$ cat src/rtl/hard_clk_req_or_n_if.sv
// Request/enable bundle between the clock-request merger and its requesters.
interface hard_clk_req_or_n_if #(
  parameter int NB_CH = 4
);
  logic [NB_CH-1:0] i_req;
  logic [NB_CH-1:0] i_mask;
  logic             i_force_on;
  logic             o_clk_en;
  logic [NB_CH-1:0] o_ack;
  logic [1:0]       o_state;

  modport master (
    output i_req, i_mask, i_force_on,
    input  o_clk_en, o_ack, o_state
  );

  modport slave (
    input  i_req, i_mask, i_force_on,
    output o_clk_en, o_ack, o_state
  );
endinterface

$ cat src/rtl/hard_clk_req_or_n.sv
// Merges NB_CH clock requests into one registered clock-enable with a
// turn-off hold-off, plus per-channel acknowledges.
module hard_clk_req_or_n #(
  parameter int NB_CH       = 4,
  parameter int SYNC_STAGES = 2,
  parameter int HOLD_CYCLES = 8
) (
  input logic              i_clk,
  input logic              i_rst_n,
  hard_clk_req_or_n_if.slave bus
);

  localparam int CNT_W = (HOLD_CYCLES > 0) ? $clog2(HOLD_CYCLES + 1) : 1;

  typedef enum logic [1:0] {
    StOff  = 2'd0,
    StOn   = 2'd1,
    StHold = 2'd2
  } state_e;

  state_e           r_state, w_state_d;
  logic [CNT_W-1:0] r_cnt, w_cnt_d;
  logic             r_clk_en;
  logic [NB_CH-1:0] r_ack;
  logic [NB_CH-1:0] w_req_s;
  logic             w_any_req;

  if (SYNC_STAGES == 0) begin : g_nosync
    assign w_req_s = bus.i_req;
  end else begin : g_sync
    logic [NB_CH-1:0] r_sync [SYNC_STAGES];

    // Per-bit synchroniser chain for the asynchronous requests.
    always_ff @(posedge i_clk or negedge i_rst_n) begin
      if (!i_rst_n) begin
        for (int k = 0; k < SYNC_STAGES; k++) r_sync[k] <= '0;
      end else begin
        r_sync[0] <= bus.i_req;
        for (int k = 1; k < SYNC_STAGES; k++) r_sync[k] <= r_sync[k-1];
      end
    end

    assign w_req_s = r_sync[SYNC_STAGES-1];
  end

  // Mask is i_clk-domain and applied after the synchroniser, so it acts in one cycle.
  assign w_any_req = (|(w_req_s & ~bus.i_mask)) | bus.i_force_on;

  // Next-state and hold counter; a new request in HOLD wins over expiry.
  always_comb begin
    w_state_d = r_state;
    w_cnt_d   = r_cnt;
    unique case (r_state)
      StOff: begin
        if (w_any_req) w_state_d = StOn;
      end
      StOn: begin
        if (!w_any_req) begin
          if (HOLD_CYCLES > 0) begin
            w_state_d = StHold;
            w_cnt_d   = CNT_W'(HOLD_CYCLES - 1);
          end else begin
            w_state_d = StOff;
          end
        end
      end
      StHold: begin
        if (w_any_req) begin
          w_state_d = StOn;
          w_cnt_d   = '0;
        end else if (r_cnt == '0) begin
          w_state_d = StOff;
        end else begin
          w_cnt_d = r_cnt - 1'b1;
        end
      end
      default: begin
        w_state_d = StOff;
        w_cnt_d   = '0;
      end
    endcase
  end

  // State, counter and outputs; enable is registered from next-state.
  always_ff @(posedge i_clk or negedge i_rst_n) begin
    if (!i_rst_n) begin
      r_state  <= StOff;
      r_cnt    <= '0;
      r_clk_en <= 1'b0;
      r_ack    <= '0;
    end else begin
      r_state  <= w_state_d;
      r_cnt    <= w_cnt_d;
      r_clk_en <= (w_state_d != StOff);
      // Ack uses the current enable so it trails the enable by one cycle.
      r_ack    <= {NB_CH{r_clk_en}} & w_req_s & ~bus.i_mask;
    end
  end

  assign bus.o_clk_en = r_clk_en;
  assign bus.o_ack    = r_ack;
  assign bus.o_state  = r_state;

endmodule

$ cat src/flat_wrapper.sv
// flat-port wrapper written by rule: the top's interface ports become plain ports
module hard_clk_req_or_n_flat 
#(
  parameter int NB_CH       = 4,
  parameter int SYNC_STAGES = 2,
  parameter int HOLD_CYCLES = 8
)
  (i_clk, i_rst_n, bus_i_req, bus_i_mask, bus_i_force_on, bus_o_clk_en, bus_o_ack, bus_o_state);
  hard_clk_req_or_n_if #(.NB_CH(NB_CH)) bus_i ();
  input logic i_clk;
  input logic i_rst_n;
  input wire logic [$bits(bus_i.i_req)-1:0] bus_i_req;
  input wire logic [$bits(bus_i.i_mask)-1:0] bus_i_mask;
  input wire logic [$bits(bus_i.i_force_on)-1:0] bus_i_force_on;
  output wire logic [$bits(bus_i.o_clk_en)-1:0] bus_o_clk_en;
  output wire logic [$bits(bus_i.o_ack)-1:0] bus_o_ack;
  output wire logic [$bits(bus_i.o_state)-1:0] bus_o_state;
  assign bus_i.i_req = bus_i_req;
  assign bus_i.i_mask = bus_i_mask;
  assign bus_i.i_force_on = bus_i_force_on;
  assign bus_o_clk_en = bus_i.o_clk_en;
  assign bus_o_ack = bus_i.o_ack;
  assign bus_o_state = bus_i.o_state;
  hard_clk_req_or_n #(.NB_CH(NB_CH), .SYNC_STAGES(SYNC_STAGES), .HOLD_CYCLES(HOLD_CYCLES)) u_core (.i_clk(i_clk), .i_rst_n(i_rst_n), .bus(bus_i));
endmodule
$ cat config.mk
export PLATFORM = sky130hd
export DESIGN_NAME = hard_clk_req_or_n_flat
export DESIGN_NICKNAME = d
export VERILOG_FILES = /design/src/rtl/hard_clk_req_or_n_if.sv /design/src/rtl/hard_clk_req_or_n.sv /design/src/flat_wrapper.sv
export SDC_FILE = /design/constraint.sdc
export NUM_CORES = 1
export LEC_CHECK = 0
export CORE_MARGIN = 5
export CORE_UTILIZATION = 45
export DETAILED_ROUTE_END_ITERATION = 12
export HOLD_SLACK_MARGIN = 0.12
export PLACE_DENSITY_LB_ADDON = 0.2
export SLEW_MARGIN = 10
export SYNTH_ARGS = -nofsm -noshare
export SYNTH_HDL_FRONTEND = slang
export SYNTH_SLANG_ARGS = --single-unit
$ cat constraint.sdc
create_clock -name i_clk -period 3.04 [get_ports i_clk]
set_clock_uncertainty 0.15 [all_clocks]
set_input_delay 0.608 -clock i_clk [delete_from_list [all_inputs] [get_ports i_clk]]
set_output_delay 0.608 -clock i_clk [all_outputs]
set_load 0.05 [all_outputs]
==> results of run 1 <==
path summary, 6_finish.rpt:
path | to | startpoint | slack, ns
worst max-delay path | bus_o_state[1] | u_core.bus.o_state[1]$_DFF_PN0_ | 0.69
worst min-delay path | u_core.w_req_s[2]$_DFF_PN0_ | u_core.g_sync.r_sync[6]$_DFF_PN0_ | 0.21
worst max register to register | u_core.bus.o_clk_en$_DFF_PN0_ | u_core.r_cnt[0]$_DFFE_PN0P_ | 0.91
worst min register to register | u_core.w_req_s[2]$_DFF_PN0_ | u_core.g_sync.r_sync[6]$_DFF_PN0_ | 0.21
max in group asynchronous | u_core.bus.o_state[1]$_DFF_PN0_ | i_rst_n | 1.63
min in group asynchronous | u_core.bus.o_ack[2]$_DFF_PN0_ | i_rst_n | 0.62
power by group:
part           switching (mW)  internal (mW)  leakage, nW
clock network          0.0813         0.0500       0.0139
registers              0.0415          0.303        0.236
logic                   0.308          0.225        0.266
through the flow:
| step | setup slack [ns] | cells | util | power, mW |
|---|---|---|---|---|
| 3_5_place_dp | 0.614 | 123 | 0.570 | 0.884 |
| 3_3_place_gp | 0.639 | 123 | 0.570 | 0.879 |
| 6_report | 0.690 | 127 | 0.585 | 1.01 |
| 5_1_grt | 0.637 | 127 | 0.585 | 1.09 |
| 2_1_floorplan | 0.901 | 78 | - | 0.742 |
| 4_1_cts | 0.670 | 127 | 0.585 | 1.02 |
synth_stat cells (2+ instances only):
cell / number / area (sq um)
dfrtp_1: 19 / 475
inv_1: 9 / 33.8
ha_1: 6 / 75.1
nand2_1: 4 / 15.0
nand2b_1: 4 / 25.0
nor2_1: 4 / 15.0
a21oi_1: 3 / 15.0
a41oi_1: 2 / 17.5
and3_1: 2 / 12.5
and3_2: 2 / 15.0
mux2i_1: 2 / 20.0
nand3_1: 2 / 10.0
nor2b_1: 2 / 12.5
nor3_1: 2 / 10.0
layout by cell type (no fill, tap or decap), drive strengths merged:
cell           netlist  routed
inv                  9       9
clkbuf               0       3
o31a                 1       1
and3                 4       4
nor2                 4       4
or3b                 1       1
a41oi                2       2
nand3                2       2
o32ai                1       1
xor2                 1       1
ha                   6       6
nand2b               4       4
a222oi               1       1
nand4                1       1
buf                  0       1
nand2                4       4
o21ba                1       1
mux2i                2       2
nor3                 2       2
clkinvlp             0       1
clkdlybuf4s50        0      17
a21o                 1       1
dfrtp               19      19
a21oi                4       4
nor2b                2       2
nand4b               1       1
or2                  1       1
and2                 2       2
o21ai                1       1
a211oi               1       1
state kept, by name (all words and copies together) (netlist names):
| register | cells |
|---|---|
| u_core.bus.o_state | 2 |
| u_core.bus.o_clk_en | 1 |
| u_core.r_cnt | 4 |
| u_core.w_req_s | 4 |
| u_core.bus.o_ack | 4 |
| u_core.g_sync.r_sync | 4 |
final cells by class:
type	count	area (sq um)	area share
inverters	9	33.8	0.0300
clock inverters	1	7.51	0.00667
clock buffers	3	22.5	0.0200
flip-flops and latches	19	475	0.423
repair buffers	18	178	0.158
multi-input cells	50	374	0.333
well taps	27	33.8	0.0300
kinds of logic (layout without fill, tap and decap cells):
family,after synthesis,after routing,synth area share
compound gates,13,13,0.126
xor+xnor,1,1,0.00992
fa+ha+maj,6,6,0.0850
buf+inv,9,31,0.0382
flops,19,19,0.538
mux,2,2,0.0227
simple gates,28,28,0.180
per-layer routing:
layer  routed length, um  share of wire
met1                 751           0.50
met3                  59          0.039
met4                   0              0
met2                 699           0.46
met5                   0              0
==> metrics.sh, run 1 <==
FINAL_AREA_SQ_UM=1120
CRIT_PATH_END_KIND='output port'
SYNTH_TOP_FLOP_CELL='dfrtp_1'
MAX_CAP_VIOL_COUNT=0
DETAIL-ROUTE-ANTENNA-NETS=0
CTS-ROOT-BUF='clkbuf_4'
ROUTE.FINAL.WIRE_LENGTH_UM=1510
SLOWEST_CELL_ON_THE_CRITICAL_PATH='clkdlybuf4s50_1'
CTS_HTREE_LEVELS=1
SUM_OF_NEGATIVE_SETUP_SLACK_NS=0
HOLD_VIOL_FINAL=0
WORST_SETUP_HOLD_PATH_CLK_SLEW_NS=0.11
SYNTH-EDFF-COUNT=0
PLACEABLECOREAREA_SQ_UM=1920
AVGSYNTHCELLAREA_SQ_UM=11.3
CTS_TREE='built'
SEQ_AREA_FRAC_SYNTH=0.538
CTS_RESIZED=0
DETAILEDROUTE.FIRSTITERATIONVIOLATIONS=11
GLOBAL_ROUTE.USAGE.MET2=0.193
INITIAL_UTILIZATION=0.460
GRTUSAGEMET1=0.151
FMAXACHIEVABLE_MHz=426
GRT_MOST_USED_LAYER='met2'
RELSLEWSLACK=0.460
NETLIST_INSTANCES=78
GRT_ANTENNA_BEFORE_REPAIR=0
HPWL_AFTER_DETAILED_PLACEMENT_UM=1150
WORST_EP_ARRIVAL_TIME_NS=1.59
DRV_SLEW=0
POWER.STATIC_LEAKAGE_nW=0.515
WORST_REG_TO_REG_PATH_CELL_COUNT=7
FLOW.AREA_GROWTH_FROM_SYNTHESIS_PCT=27.3
DIE_AREA_SQ_UM=2950
YOSYSUNIQUECELLTYPES=29
HOLD_SLACK_NS=0.211
FIRST_GLOBAL_VIAS=561
FINAL_MIN_PERIOD_OVER_CLOCK_PERIOD=0.773
CRIT_REQUIRED_NS=2.28
GRTUSAGETOTAL=0.118
HOLDCRITPATHCLASS='reg2reg'
CRIT_PATH_MAX_INCR_DELAY_NS=0.84
CTS_BUFFER_DEPTH=2
CHIPWIDTH_UM=54.3
GRT_START_MAX_NET_PINS=20
PERIOD_MINUS_SLACK_NS=2.35
FP.DIEH_UM=54.3
POWER-PER-CELL-AREA_nW_PER_UM2=898
ROUTE.VIAS.TOTAL=614
GLOBAL_ROUTE.USAGE.MET3=0.0409
CRITICAL_PATH.N_BUFFERS_INVERTERS=1
FIRSTDRTPASSITERS=4
PEAKVDDDROP_mV=0.622
PORT-BUFFER-COUNT=17
YS.WARNINGS.COUNT=0
CTS_SINKS=19
CRITPATHKIND='reg2out'
POSTPLACECELLAREA_SQ_UM=1090
MAPPEDNETLISTAREA_SQ_UM=883
GP_ROUTABILITY_CONGESTION=0.823
ROUTE.DETAILED.DRC=0
TIGHTEST_SLEW_NS=0.808
SYNTH.NET_COUNT=95
DRIVE_ABOVE_1_SHARE=0.140
GLOBALROUTEOVERFLOWTOTAL=0
SYNTH.FF_LATCH_COUNT=19
FIRST_PASS_GRT_WIRE_LENGTH_UM=2530
RSZ0062_AT_GRT='false'
CTS_POST_SETUP_BUFFERS_INSERTED=0
NUMCTSBUFFERS=3
POST_DRT_WL_PER_CELL_UM=11.9
CRITICAL_PATH.CELL_CHAIN='clkdlybuf4s50_1'
ANTENNA-DIODE-COUNT=0
INSERTION_DELAY_NS=0.30
RUN_STATUS='completed'
SYNTH_ASYNC_SR_FLOP_SHARE=1.00
CRITICAL_PATH_PEAK_FANOUT=6
WORSTSETUPSTARTPOINTTYPE='flop'
WORST_HOLD_PATH.NUM_CELLS=0
CTS_HOLD_BUFFERS=0
AVGVIACOUNTPERCELL=4.83
CRITICAL_PATH_CELL_COUNT=1
SETUP-VIOLATIONS-FINAL=0
CORE.ROWCOUNT=16
WORST_PATH_DOMINANT_CELL_FAMILY='buffers and inverters'
FILLER_CELL_COUNT=177
IO-PIN-COUNT=18
DESIGN.FINAL.NETS=118
Note: power is estimated with default switching activity, not from simulation.
==> run 2, diff against run 1 <==
--- a/config.mk
+++ b/config.mk
@@ -6,7 +6,7 @@
 export NUM_CORES = 1
 export LEC_CHECK = 0
 export CORE_MARGIN = 5
-export CORE_UTILIZATION = 45
+export CORE_UTILIZATION = 44
 export DETAILED_ROUTE_END_ITERATION = 12
 export HOLD_SLACK_MARGIN = 0.12
 export PLACE_DENSITY_LB_ADDON = 0.2
==> constraint.sdc (replaced) <==
create_clock -name i_clk -period 1.9 [get_ports i_clk]
set_clock_uncertainty 0.15 [all_clocks]
set_input_delay 0.38 -clock i_clk [delete_from_list [all_inputs] [get_ports i_clk]]
set_output_delay 0.38 -clock i_clk [all_outputs]
set_load 0.05 [all_outputs]
==> run 2 against run 1 <==
First-iteration DRC count grew 36%. Largest power group unchanged. Count of clock-buffer cells in the layout is the same. Setup slack lost 0.71 ns. Critical path depth grew 6. Clock power grew 57%. Critical path type is now reg2reg. Utilization grew 3.3 points. Final area grew 6.8%. Total power grew 75%. Sequential share of layout area shrank 2.5 points. The flow now finishes with violations (setup timing). Register-to-register slack lost 0.93 ns.
==> metrics.sh, run 2 (same netlist as run 1, synthesis figures left out) <==
CTS_BUFFER_DEPTH=2
RSZ0062_AT_GRT='true'
PLACED_CELLS=129
CRIT_PATH_END_KIND='flop'
CTS_HTREE_LEVELS=1
CTS_SINKS=19
GLOBALROUTEOVERFLOWTOTAL=0
PERIOD_MINUS_SLACK_NS=1.92
POST_DRT_WL_PER_CELL_UM=12.1
GRTUSAGETOTAL=0.134
FIRST_PASS_GRT_WIRE_LENGTH_UM=2840
MAX_CAP_VIOL_COUNT=0
FINAL_MIN_PERIOD_OVER_CLOCK_PERIOD=1.01
DIE_AREA_SQ_UM=3000
SLOWEST_CELL_ON_THE_CRITICAL_PATH='dfrtp_1'
GP_ROUTABILITY_CONGESTION=0.824
CTS_HOLD_BUFFERS=0
INSERTION_DELAY_NS=0.30
FINAL.SETUP.WORST_SLACK_NS=-0.0185
DESIGN.FINAL.NETS=127
MULTI_INPUT_COMB_AREA_SQ_UM=400
GRT_START_MAX_NET_PINS=20
PLACEABLECOREAREA_SQ_UM=1940
FIN_CELLS=136
CRITICAL_PATH.CELL_CHAIN='inv_2 -> ha_4 -> or3b_4 -> a21oi_4 -> nor2_1 -> o21ba_2 -> or2_1'
HPWL_AFTER_DETAILED_PLACEMENT_UM=1230
ROUTE.FINAL.WIRE_LENGTH_UM=1650
FILLER_CELL_COUNT=185
CORE.ROWCOUNT=16
MOSTFREQUENTLAYOUTCELLS='buf_4 (17), dfrtp_1 (17), clkdlybuf4s50_1 (10)'
CHIPWIDTH_UM=54.8
RELSLEWSLACK=0.780
REGAREA_SQ_UM=478
FAILED_CHECKS='setup timing'
DRV_SLEW=0
WORSTSETUPSTARTPOINTTYPE='flop'
DETAIL-ROUTE-ANTENNA-NETS=0
ANTENNA-DIODE-COUNT=0
POWER-PER-CELL-AREA_nW_PER_UM2=1480
TIGHTEST_SLEW_NS=0.329
FIRST_GLOBAL_VIAS=627
SETUP-VIOLATIONS-FINAL=1
PEAKVDDDROP_mV=0.921
IO-PIN-COUNT=18
HOLD_VIOL_FINAL=0
SETUP_SLACK_PLACEMENT_NS=-0.247
P_TOTAL_mW=1.77
DRIVE_ABOVE_1_SHARE=0.330
ROUTE.DETAILED.DRC=0
CRIT_PATH_MAX_INCR_DELAY_NS=0.40
PORT-BUFFER-COUNT=17
GRT_ANTENNA_BEFORE_REPAIR=0
WORST_SETUP_HOLD_PATH_CLK_SLEW_NS=0.11
INITIAL_UTILIZATION=0.455
FIRSTDRTPASSITERS=4
CTS-ROOT-BUF='clkbuf_4'
WORST_EP_ARRIVAL_TIME_NS=1.96
RUN_STATUS='complete, but fails checks'
CRITICAL_PATH_PEAK_FANOUT=3
ROUTE.VIAS.TOTAL=666
CRITPATHKIND='reg2reg'
FLOW.AREA_GROWTH_FROM_SYNTHESIS_PCT=36.0
FMAXACHIEVABLE_MHz=521
HOLDCRITPATHCLASS='reg2reg'
DETAILEDROUTE.FIRSTITERATIONVIOLATIONS=15
CTS_TREE='built'
AVGVIACOUNTPERCELL=4.90
POWER.STATIC_LEAKAGE_nW=0.572
NUMCTSBUFFERS=3
FP.DIEH_UM=54.8
CRIT_REQUIRED_NS=1.94
==> run 2: changes by cell type in the layout (fill, tap and decap cells not counted), sizes merged <==
| cell | change |
|---|---|
| buf | +16 |
| clkdlybuf4s50 | -7 |
| clkinv | +1 |
| clkinvlp | -1 |
==> run 2: worst max-delay path: cells and delay by family (launching register included) <==
kind / cells / cell delay, ns
flip-flops: 1 / 0.40
AND/OR/NAND/NOR: 3 / 0.68
buffers and inverters: 1 / 0.08
adder cells (fa/ha/maj): 1 / 0.13
AO/OA/AOI/OAI: 2 / 0.37
==> run 2: through the flow <==
step,utilization,hold slack (ns),setup TNS [ns],area [sq um]
2_1_floorplan,-,-0.0656,0,892
3_3_place_gp,0.582,0.181,-0.976,1130
3_5_place_dp,0.582,0.187,-1.02,1130
4_1_cts,0.604,0.213,-0.00585,1170
5_1_grt,0.619,0.231,-0.0883,1200
6_report,0.619,0.211,-0.0185,1200
==> run 2: per-layer routing <==
layer	global-route usage	up-vias	share of wire
met5	0	-	0
met4	0.0622	0	0.0073
met3	0.0354	2	0.036
met2	0.201	12	0.50
met1	0.180	320	0.46
li1	-	332	-
==> run 2: report_power, final <==
group / switching (mW) / internal (mW) / leakage [nW]
clock network: 0.128 / 0.0784 / 0.0177
logic: 0.546 / 0.457 / 0.321
registers: 0.0731 / 0.490 / 0.233
total: 0.747 / 1.03 / 0.572
==> run 2: cell type report <==
type	count	share of cell area
clock buffers	3	0.0188
clock inverters	1	0.00417
inverters	9	0.0281
multi-input cells	50	0.333
flip-flops and latches	19	0.398
well taps	27	0.0281
repair buffers	27	0.190
==> run 2: what timing repair did <==
item | CTS | global route
buffers inserted | 1 | 2
endpoints found under the setup margin | 1 | 1
resized for setup | 1 | 4
pin swaps | 0 | 4
gates cloned | 0 | 0
==> run 2: final timing paths <==
check	to	slack, ns	startpoint	cells past startpoint
max in group asynchronous	u_core.bus.o_state[1]$_DFF_PN0_	1.14	i_rst_n	2
hold / removal	u_core.w_req_s[0]$_DFF_PN0_	0.21	u_core.g_sync.r_sync[4]$_DFF_PN0_	0
setup reg to reg	u_core.bus.o_clk_en$_DFF_PN0_	-0.02	u_core.r_cnt[1]$_DFFE_PN0P_	7
min in group asynchronous	u_core.g_sync.r_sync[6]$_DFF_PN0_	0.25	i_rst_n	2
hold reg to reg	u_core.w_req_s[0]$_DFF_PN0_	0.21	u_core.g_sync.r_sync[4]$_DFF_PN0_	0
setup / recovery	u_core.bus.o_clk_en$_DFF_PN0_	-0.02	u_core.r_cnt[1]$_DFFE_PN0P_	7
==> run 3, diff against run 2 <==
--- a/config.mk
+++ b/config.mk
@@ -7,8 +7,10 @@
 export LEC_CHECK = 0
 export CORE_MARGIN = 5
 export CORE_UTILIZATION = 44
+export CTS_CLUSTER_DIAMETER = 150
 export DETAILED_ROUTE_END_ITERATION = 12
 export HOLD_SLACK_MARGIN = 0.12
+export MAX_ROUTING_LAYER = met4
 export PLACE_DENSITY_LB_ADDON = 0.2
 export SLEW_MARGIN = 10
 export SYNTH_ARGS = -nofsm -noshare
==> run 3 against run 2 <==
The run still ends with setup timing left. Critical path type unchanged. Setup slack about the same. Cell count unchanged. Critical path depth unchanged. Global-route usage up 0.32 points. Final area unchanged.
==> metrics.sh, run 3 (same netlist as run 1, synthesis figures left out) <==
CTS_SINKS=19
RELSLEWSLACK=0.781
RUN_STATUS='complete, but fails checks'
CORE.ROWCOUNT=16
ROUTE.DETAILED.DRC=0
GLOBALROUTEOVERFLOWTOTAL=0
CRITICAL_PATH_PEAK_FANOUT=3
ANTENNA-DIODE-COUNT=0
TIGHTEST_SLEW_NS=0.327
INITIAL_UTILIZATION=0.455
FLOW.AREA_GROWTH_FROM_SYNTHESIS_PCT=36.0
GRTUSAGETOTAL=0.138
GLOBAL_ROUTE.USAGE.MET2=0.205
FILLER_CELL_COUNT=185
MAX_CAP_VIOL_COUNT=0
CTS_HTREE_LEVELS=1
FIN_CELLS=136
POWER_REPORT.INTERNAL_TOTAL_mW=1.03
CTS_TREE='built'
CLOCK_POWER_SHARE=0.116
FP.DIEH_UM=54.8
CRITICAL_PATH.CELL_CHAIN='inv_2 -> ha_4 -> or3b_4 -> a21oi_4 -> nor2_1 -> o21ba_2 -> or2_1'
PERIOD_MINUS_SLACK_NS=1.92
FIRST_PASS_GRT_WIRE_LENGTH_UM=2830
CRIT_PATH_END_KIND='flop'
CRITICAL_PATH_CELL_COUNT=7
CTS-ROOT-BUF='clkbuf_4'
GRTUSAGEMET1=0.175
FAILED_CHECKS='setup timing'
WORST_EP_ARRIVAL_TIME_NS=1.96
PWR-SHARE-COMB=0.566
PEAKVDDDROP_mV=0.920
WORST_REG_TO_REG_PATH_CELL_COUNT=7
WORST_SETUP_HOLD_PATH_CLK_SLEW_NS=0.11
CRITPATHKIND='reg2reg'
MOSTFREQUENTLAYOUTCELLS='buf_4 (17), dfrtp_1 (17), clkdlybuf4s50_1 (10)'
NETSWITCHINGFRACTION=0.421
DESIGN.FINAL.NETS=127
CRITICAL_PATH.N_BUFFERS_INVERTERS=1
DETAIL-ROUTE-ANTENNA-NETS=0
HOLDCRITPATHCLASS='reg2reg'
CHIPWIDTH_UM=54.8
CRIT_REQUIRED_NS=1.94
SLOWEST_CELL_ON_THE_CRITICAL_PATH='dfrtp_1'
SETUP_SLACK_PLACEMENT_NS=-0.247
P_TOTAL_mW=1.77
WORST_PATH_DOMINANT_CELL_FAMILY='simple AND/OR/NAND/NOR gates'
PLACED_CELLS=129
IO-PIN-COUNT=18
HOLD_VIOL_FINAL=0
NET-SWITCHING-POWER_mW=0.744
DETAILEDROUTE.FIRSTITERATIONVIOLATIONS=15
FINAL_AREA_SQ_UM=1200
FMAXACHIEVABLE_MHz=521
DIE_AREA_SQ_UM=3000
PORT-BUFFER-COUNT=17
CRIT_PATH_MAX_INCR_DELAY_NS=0.40
CTS_HOLD_BUFFERS=0
HPWL_AFTER_DETAILED_PLACEMENT_UM=1230
WORSTSETUPSTARTPOINTTYPE='flop'
SUM_OF_NEGATIVE_SETUP_SLACK_NS=-0.0183
FINAL.SETUP.WORST_SLACK_NS=-0.0183
FINAL_MIN_PERIOD_OVER_CLOCK_PERIOD=1.01
POST_DRT_WL_PER_CELL_UM=12.0
NUMCTSBUFFERS=3
ROUTE.FINAL.WIRE_LENGTH_UM=1640
SETUP-VIOLATIONS-FINAL=1
DRIVE_ABOVE_1_SHARE=0.330
CTS_BUFFER_DEPTH=2
AVGVIACOUNTPERCELL=4.89
RSZ0062_AT_GRT='true'
POWER.STATIC_LEAKAGE_nW=0.572
PLACEABLECOREAREA_SQ_UM=1940
POSTPLACECELLAREA_SQ_UM=1130
GP_ROUTABILITY_CONGESTION=0.836
GRT_MOST_USED_LAYER='met2'
ROUTE.VIAS.TOTAL=665
FIRST_GLOBAL_VIAS=630
GRT_START_MAX_NET_PINS=20
INSERTION_DELAY_NS=0.30
WORST_HOLD_PATH.NUM_CELLS=0
GLOBAL_ROUTE.USAGE.MET3=0.0354
FIRSTDRTPASSITERS=4
POWER-PER-CELL-AREA_nW_PER_UM2=1470
SEQPWRFRAC=0.318
DRV_SLEW=0
GRT_ANTENNA_BEFORE_REPAIR=0
-- run 3: routing by layer --
layer | part of all wire | routed length (um) | vias up
li1 | - | - | 331
met1 | 0.46 | 748 | 322
met2 | 0.50 | 825 | 10
met3 | 0.032 | 52 | 2
met4 | 0.0055 | 9 | 0
met5 | 0 | 0 | -
-- run 3: worst paths after layout --
kind | slack [ns] | endpoint | start
worst max-delay path | -0.02 | u_core.bus.o_clk_en$_DFF_PN0_ | u_core.r_cnt[1]$_DFFE_PN0P_
max in group asynchronous | 1.14 | u_core.bus.o_state[1]$_DFF_PN0_ | i_rst_n
min in group asynchronous | 0.25 | u_core.g_sync.r_sync[6]$_DFF_PN0_ | i_rst_n
worst min-delay path | 0.21 | u_core.w_req_s[0]$_DFF_PN0_ | u_core.g_sync.r_sync[4]$_DFF_PN0_
worst min register to register | 0.21 | u_core.w_req_s[0]$_DFF_PN0_ | u_core.g_sync.r_sync[4]$_DFF_PN0_
worst max register to register | -0.02 | u_core.bus.o_clk_en$_DFF_PN0_ | u_core.r_cnt[1]$_DFFE_PN0P_
-- run 3: worst reg2reg max path: stages, from the launching register on --
cell and delay (ns):
dfrtp_1 0.40, inv_2 0.08, ha_4 0.13, or3b_4 0.40, a21oi_4 0.17, nor2_1 0.06, o21ba_2 0.20, or2_1 0.22
-- run 3: final cells by class --
class                           count  area, sq um  area share
Sequential cell                    19          478       0.398
Clock inverter                      1         5.00     0.00417
Multi-Input combinational cell     50          400       0.333
Clock buffer                        3         22.5      0.0188
Timing Repair Buffer               27          228       0.190
Tap cell                           27         33.8      0.0281
Inverter                            9         33.8      0.0281
-- run 3: what timing repair did --
item,4_1_cts,5_1_grt
setup buffers,1,2
endpoints found under the setup margin,1,1
resized for setup,1,4
pin swaps,0,4
-- run 3: per-stage QoR --
stage / hold slack [ns] / utilization
after floorplan: -0.0656 / -
after global placement: 0.181 / 0.582
after CTS: 0.213 / 0.604
after detailed placement: 0.187 / 0.582
final: 0.211 / 0.619
after global routing: 0.231 / 0.619
-- run 3: power by group through the flow --
stage,registers [mW],logic [mW],clock network (mW)
after floorplan,0.704,0.509,0
after global placement,0.566,0.907,0
after detailed placement,0.569,0.919,0
after CTS,0.560,0.975,0.212
after global routing,0.575,1.09,0.232
final,0.563,1.00,0.206
